==> src/rtl/dm_stream_loader_pkg.sv <==
// Shared constants for the data-memory stream loader:
// sync/command bytes, status codes and frame FSM states.
package dm_stream_loader_pkg;

    localparam logic [7:0] SYNC_BYTE = 8'hA5;
    localparam logic [7:0] CMD_WRITE = 8'h01;
    localparam logic [7:0] CMD_RUN   = 8'h02;

    localparam logic [7:0] ST_OK    = 8'h00;
    localparam logic [7:0] ST_CSUM  = 8'hE1;
    localparam logic [7:0] ST_RANGE = 8'hE2;
    localparam logic [7:0] ST_CMD   = 8'hE3;

    typedef enum logic [3:0] {
        S_IDLE,
        S_CMD,
        S_ADDR_H,
        S_ADDR_L,
        S_LEN_H,
        S_LEN_L,
        S_DATA,
        S_CSUM,
        S_RESP
    } state_t;

endpackage

==> src/rtl/dm_loader_frame_fsm.sv <==
// Frame parser: state register, field capture, range and checksum checks.
// Ports: in_* host byte stream, out_* status stream, wr_* write request
// (same cycle as the accepted data byte), hold_set/hold_clr CPU hold pulses.
// Optional checksum verification under `DM_LOADER_CSUM_EN.
module dm_loader_frame_fsm #(
    parameter int MEM_SIZE = 1024,
    parameter int ADDR_W   = 16
) (
    input  logic              clk,
    input  logic              rst,
    input  logic [7:0]        in_data,
    input  logic              in_valid,
    output logic              in_ready,
    output logic [7:0]        out_data,
    output logic              out_valid,
    input  logic              out_ready,
    output logic              wr_en,
    output logic [ADDR_W-1:0] wr_addr,
    output logic [7:0]        wr_data,
    output logic              hold_set,
    output logic              hold_clr
);
    import dm_stream_loader_pkg::*;

    state_t state;
    state_t state_nx;

    logic [7:0]        addr_h;
    logic [7:0]        len_h;
    logic [ADDR_W-1:0] addr;
    logic [ADDR_W-1:0] len;
    logic [ADDR_W-1:0] cnt;
    logic              range_bad;
    logic [7:0]        status;
    logic              acc;
    logic              last;
    logic              over;
    logic              csum_bad;
    logic [ADDR_W-1:0] len_new;
    logic [ADDR_W:0]   end_addr;

    assign in_ready = (state != S_RESP);
    assign acc      = in_valid && in_ready;
    assign len_new  = ADDR_W'({len_h, in_data});
    // one extra bit so addr+len never wraps before the compare
    assign end_addr = {1'b0, addr} + {1'b0, len_new};
    assign over     = end_addr > (ADDR_W+1)'(MEM_SIZE);
    assign last     = (cnt == len - ADDR_W'(1));
    assign out_data = status;
    assign wr_addr  = addr + cnt;
    assign wr_data  = in_data;

`ifdef DM_LOADER_CSUM_EN
    logic [7:0] sum;

    always_ff @(posedge clk) begin
        if (rst) begin
            sum <= 8'h00;
        end else if (acc && state == S_CMD) begin
            sum <= 8'h00;
        end else if (acc && state == S_DATA) begin
            sum <= sum + in_data;
        end
    end

    assign csum_bad = (in_data != sum);
`else
    assign csum_bad = 1'b0;
`endif

    always_ff @(posedge clk) begin
        if (rst) state <= S_IDLE;
        else     state <= state_nx;
    end

    always_comb begin
        state_nx = state;
        unique case (state)
            S_IDLE:   if (acc && in_data == SYNC_BYTE) state_nx = S_CMD;
            S_CMD:    if (acc) state_nx = (in_data == CMD_WRITE) ? S_ADDR_H : S_RESP;
            S_ADDR_H: if (acc) state_nx = S_ADDR_L;
            S_ADDR_L: if (acc) state_nx = S_LEN_H;
            S_LEN_H:  if (acc) state_nx = S_LEN_L;
            S_LEN_L:  if (acc) state_nx = (len_new == '0) ? S_CSUM : S_DATA;
            S_DATA:   if (acc && last) state_nx = S_CSUM;
            S_CSUM:   if (acc) state_nx = S_RESP;
            S_RESP:   if (out_ready) state_nx = S_IDLE;
            default:  state_nx = S_IDLE;
        endcase
    end

    always_comb begin
        out_valid = (state == S_RESP);
        wr_en     = acc && (state == S_DATA) && !range_bad;
        hold_set  = acc && (state == S_CMD) && (in_data == CMD_WRITE);
        hold_clr  = acc && (state == S_CMD) && (in_data == CMD_RUN);
    end

    always_ff @(posedge clk) begin
        if (rst) begin
            addr_h    <= 8'h00;
            len_h     <= 8'h00;
            addr      <= '0;
            len       <= '0;
            cnt       <= '0;
            range_bad <= 1'b0;
            status    <= ST_OK;
        end else if (acc) begin
            unique case (state)
                S_CMD: begin
                    cnt       <= '0;
                    range_bad <= 1'b0;
                    status    <= (in_data == CMD_WRITE || in_data == CMD_RUN)
                                 ? ST_OK : ST_CMD;
                end
                S_ADDR_H: addr_h <= in_data;
                S_ADDR_L: addr   <= ADDR_W'({addr_h, in_data});
                S_LEN_H:  len_h  <= in_data;
                S_LEN_L: begin
                    len       <= len_new;
                    range_bad <= over;
                end
                S_DATA: cnt <= cnt + ADDR_W'(1);
                S_CSUM: begin
                    // range failure outranks a checksum mismatch
                    if (range_bad)     status <= ST_RANGE;
                    else if (csum_bad) status <= ST_CSUM;
                    else               status <= ST_OK;
                end
                default: ;
            endcase
        end
    end

endmodule

==> src/rtl/dm_stream_loader.sv <==
// Data-memory loader: parses host frames, writes bytes into data memory,
// returns one status byte per frame and holds the CPU in reset until RUN.
// Ports: in_* host byte stream, out_* status stream, mem_* byte write port,
// cpu_hold CPU reset hold. Optional checksum check: `DM_LOADER_CSUM_EN.
module dm_stream_loader #(
    parameter int MEM_SIZE = 1024,
    parameter int ADDR_W   = 16
) (
    input  logic              clk,
    input  logic              rst,
    input  logic [7:0]        in_data,
    input  logic              in_valid,
    output logic              in_ready,
    output logic [7:0]        out_data,
    output logic              out_valid,
    input  logic              out_ready,
    output logic              mem_we,
    output logic [ADDR_W-1:0] mem_addr,
    output logic [7:0]        mem_wdata,
    output logic              cpu_hold
);
    import dm_stream_loader_pkg::*;

    logic              wr_en;
    logic [ADDR_W-1:0] wr_addr;
    logic [7:0]        wr_data;
    logic              hold_set;
    logic              hold_clr;

    dm_loader_frame_fsm #(
        .MEM_SIZE (MEM_SIZE),
        .ADDR_W   (ADDR_W)
    ) u_fsm (
        .clk       (clk),
        .rst       (rst),
        .in_data   (in_data),
        .in_valid  (in_valid),
        .in_ready  (in_ready),
        .out_data  (out_data),
        .out_valid (out_valid),
        .out_ready (out_ready),
        .wr_en     (wr_en),
        .wr_addr   (wr_addr),
        .wr_data   (wr_data),
        .hold_set  (hold_set),
        .hold_clr  (hold_clr)
    );

    always_ff @(posedge clk) begin
        if (rst) begin
            mem_we    <= 1'b0;
            mem_addr  <= '0;
            mem_wdata <= 8'h00;
            cpu_hold  <= 1'b1;
        end else begin
            mem_we <= wr_en;
            if (wr_en) begin
                mem_addr  <= wr_addr;
                mem_wdata <= wr_data;
            end
            if (hold_set)      cpu_hold <= 1'b1;
            else if (hold_clr) cpu_hold <= 1'b0;
        end
    end

endmodule

==> config.mk <==
export PLATFORM = sky130hd
export DESIGN_NAME = dm_stream_loader
export DESIGN_NICKNAME = d
export VERILOG_FILES = /design/src/rtl/dm_stream_loader_pkg.sv /design/src/rtl/dm_loader_frame_fsm.sv /design/src/rtl/dm_stream_loader.sv
export SDC_FILE = /design/constraint.sdc
export NUM_CORES = 1
export LEC_CHECK = 0
export ABC_AREA = 1
export CAP_MARGIN = 20
export CELL_PAD_IN_SITES_DETAIL_PLACEMENT = 0
export CELL_PAD_IN_SITES_GLOBAL_PLACEMENT = 2
export CORE_ASPECT_RATIO = 1.75
export CORE_UTILIZATION = 33
export CTS_CLUSTER_SIZE = 16
export DETAILED_ROUTE_END_ITERATION = 6
export PLACE_DENSITY_LB_ADDON = 0.1
export SLEW_MARGIN = 20
export SYNTH_ARGS = -nofsm -noshare
export SYNTH_HDL_FRONTEND = slang
export SYNTH_SLANG_ARGS = --single-unit
==> constraint.sdc <==
create_clock -name clk -period 2.9 [get_ports clk]
set_input_delay 0.29 -clock clk [delete_from_list [all_inputs] [get_ports clk]]
set_output_delay 0.29 -clock clk [all_outputs]
set_load 0.01 [all_outputs]
==> impl_metrics.json <==
{
  "avgSynthCellArea_um2": 6.62,
  "syn-cell-area_um2": 6120,
  "clk_pin_slew_worst_paths_ns": 0.07,
  "crit_fanout": 5,
  "regArea_um2": 1940,
  "clock.fmax_ghz": 0.435,
  "synth_edf_count": 0,
  "overflow": 0,
  "drt-vias-per-instance": 5.00,
  "dp_slack_ns": 0.306,
  "synth_ff_type": "dfxtp_1",
  "synthCells": 924,
  "min_path_type": "reg2reg",
  "insertion_delay_ns": 0.35,
  "grt_pass1_vias": 5987,
  "wl_per_cell_um": 17.4,
  "async_flop_share": 0,
  "end_kind": "register",
  "grt_pass1_wl_um": 33500,
  "tns_ns": 0,
  "routed_wl_um": 21100,
  "fin_cells": 1208,
  "startpoint_type": "register",
  "yosys-top-cells-count": "nand2_1 (190), nor2_1 (112), inv_1 (100), a21oi_1 (97), dfxtp_1 (97)",
  "synth_top_area_frac": 0.318,
  "place_congestion": 0.826,
  "dpl.hpwl_um": 16800,
  "track_usage": 0.231,
  "cp_data_arrival_time_ns": 2.55,
  "via_count": 6046,
  "final_core_util": 0.397,
  "cts_buffer_depth": 2,
  "timing.slew.headroom": 0.574,
  "die_h_um": 182,
  "ys_types": 45,
  "portBuffers": 44,
  "core_um2": 18100,
  "setup_viol": 0,
  "cts_sinks": 97,
  "antenna_found_initial": 0,
  "yosysMostFrequentCell": "nand2_1",
  "dieArea_um2": 19100,
  "hold_violations": 0,
  "r2r_cells": 16,
  "place_inst": 1192,
  "initial_core_util": 0.339,
  "path_class": "reg2reg",
  "fin_crit_ns": 2.30,
  "fin_crit_sh": 0.793,
  "power.leakage_uw": 0.00325,
  "antenna_left": 0,
  "multi_input_area_um2": 3610,
  "status": "completed",
  "drtPass1Iterations": 5,
  "drive_gt1_frac": 0.0626,
  "peakVddDrop_mv": 0.324,
  "n_fill_cell": 1984,
  "cts_htree_levels": 3,
  "first_iter_violations": 357,
  "cts_buffers": 9,
  "hold_ws_ns": 0.466,
  "yosysTopAreaCell": "dfxtp_1",
  "fin_skew_ns": 0.00709,
  "rsz0062_at_grt": "false",
  "area_growth_pct": 17.1,
  "cts_hold_buf": 0,
  "n_antenna_cell": 0,
  "finalMaxSlewViolations": 0,
  "powerDensity_nw_per_um2": 523,
  "post-cts-setup-buffer-count": 0,
  "grt_max_degree": 42,
  "whs_path_depth": 2,
  "setup_slack_ns": 0.599,
  "rows": 65,
  "post_cts_resized": 0,
  "ctsRootBufferMaster": "clkbuf_16",
  "nets": 1016,
  "cts_tree": "built",
  "ys_warn_count": 0,
  "worstMarginPinSlew_ns": 0.633,
  "critical_path_required_ns": 3.15,
  "seq_area_frac_synth": 0.318,
  "yosys-top-cells-area": "dfxtp_1 (32%), nand2_1 (12%), a21oi_1 (7.9%)",
  "ys_seq_elements": 97,
  "drv_cap": 0,
  "drc": 0,
  "die_width_um": 105,
  "pin_count": 48
}
-- per-stage QoR --
| stage | instance area [um^2] | total power (uW) |
|---|---|---|
| floorplan | 6120 | 2190 |
| global placement | 6850 | 2500 |
| detailed placement | 6850 | 2510 |
| CTS | 7160 | 3780 |
| global route | 7160 | 3970 |
| finish | 7160 | 3740 |
-- power breakdown --
part           switching [uW]  total, uW  internal (uW)
Sequential               85.8       1500           1410
Combinational             615        982            367
Clock                     568       1260            695
Total                    1270       3740           2470
-- state kept, by name, summed over array words and instances (netlist names) --
signal / flops
u_fsm.state: 4
u_fsm.out_data: 2
u_fsm.len_h: 8
cpu_hold: 1
u_fsm.addr_h: 8
u_fsm.cnt: 16
u_fsm.range_bad: 1
u_fsm.addr: 16
mem_addr: 16
mem_wdata: 8
u_fsm.len: 16
mem_we: 1
-- layout by cell type (no fill, tap or decap), types with 3 or more instances in the layout --
cell	synthesis	final
inv_2	10	10
nor3_1	10	10
clkdlybuf4s50_1	0	44
ha_1	33	33
buf_4	7	17
clkinvlp_4	0	3
nand4_1	11	11
xor2_1	19	19
o21ai_0	52	52
nor4_1	3	3
nand3b_1	6	6
o21ai_1	12	12
nand2_2	5	5
conb_1	1	3
a21oi_1	97	97
nor2_2	5	5
o22ai_1	3	3
o21bai_1	6	6
inv_1	100	100
nor2_1	112	112
clkbuf_16	0	9
o221ai_1	3	3
xnor2_1	8	8
dfxtp_1	97	97
nand3_1	78	78
nand2_1	190	190
o211ai_1	6	6
-- logic make-up (layout without fill, tap and decap cells) --
group / after synthesis / count (layout) / synth area share
buf+inv: 141 / 189 / 0.0927
xor+xnor: 27 / 27 / 0.0387
compound gates: 193 / 193 / 0.172
flops: 97 / 97 / 0.318
simple gates: 430 / 430 / 0.304
fa+ha+maj: 35 / 35 / 0.0741
other cells: 1 / 3 / 0.000613
-- final timing paths --
kind / startpoint / end / slack [ns]
worst min-delay path: u_fsm.addr_h[1] / u_fsm.addr_h[1] / 0.47
worst min register to register: u_fsm.addr_h[1] / u_fsm.addr_h[1] / 0.47
worst max register to register: u_fsm.len[0] / u_fsm.state[1] / 0.60
worst max-delay path: u_fsm.len[0] / u_fsm.state[1] / 0.60
-- final cells by class --
cell class	count	share of cell area
flip-flops and latches	97	0.271
well taps	234	0.0409
inverters	111	0.0582
multi-input cells	688	0.505
clock inverters	6	0.00926
clock buffers	10	0.0334
repair buffers	62	0.0821
-- per-layer routing --
layer	GRT usage	vias to the layer above	share of wire	routed length [um]
met3	0.0264	33	0.030	622
met1	0.269	2745	0.43	8970
met4	0.108	0	0.042	874
met5	0	-	0	0
met2	0.419	127	0.50	10600
li1	-	3141	-	-
-- critical path, stage by stage (launching register included) --
cell and delay (ns):
dfxtp_1 0.36, inv_1 0.10, ha_1 0.33, inv_1 0.06, nand2_1 0.04, nand2_1 0.06
nand3_1 0.06, nor2_1 0.12, nand3_1 0.11, nor2_1 0.15, nand3_1 0.10, nor2_1 0.10
nand2_1 0.19, nand2_2 0.17, nand2_2 0.09, nor2_1 0.11, nor2_1 0.05
Power figures use the tool's default switching activity.
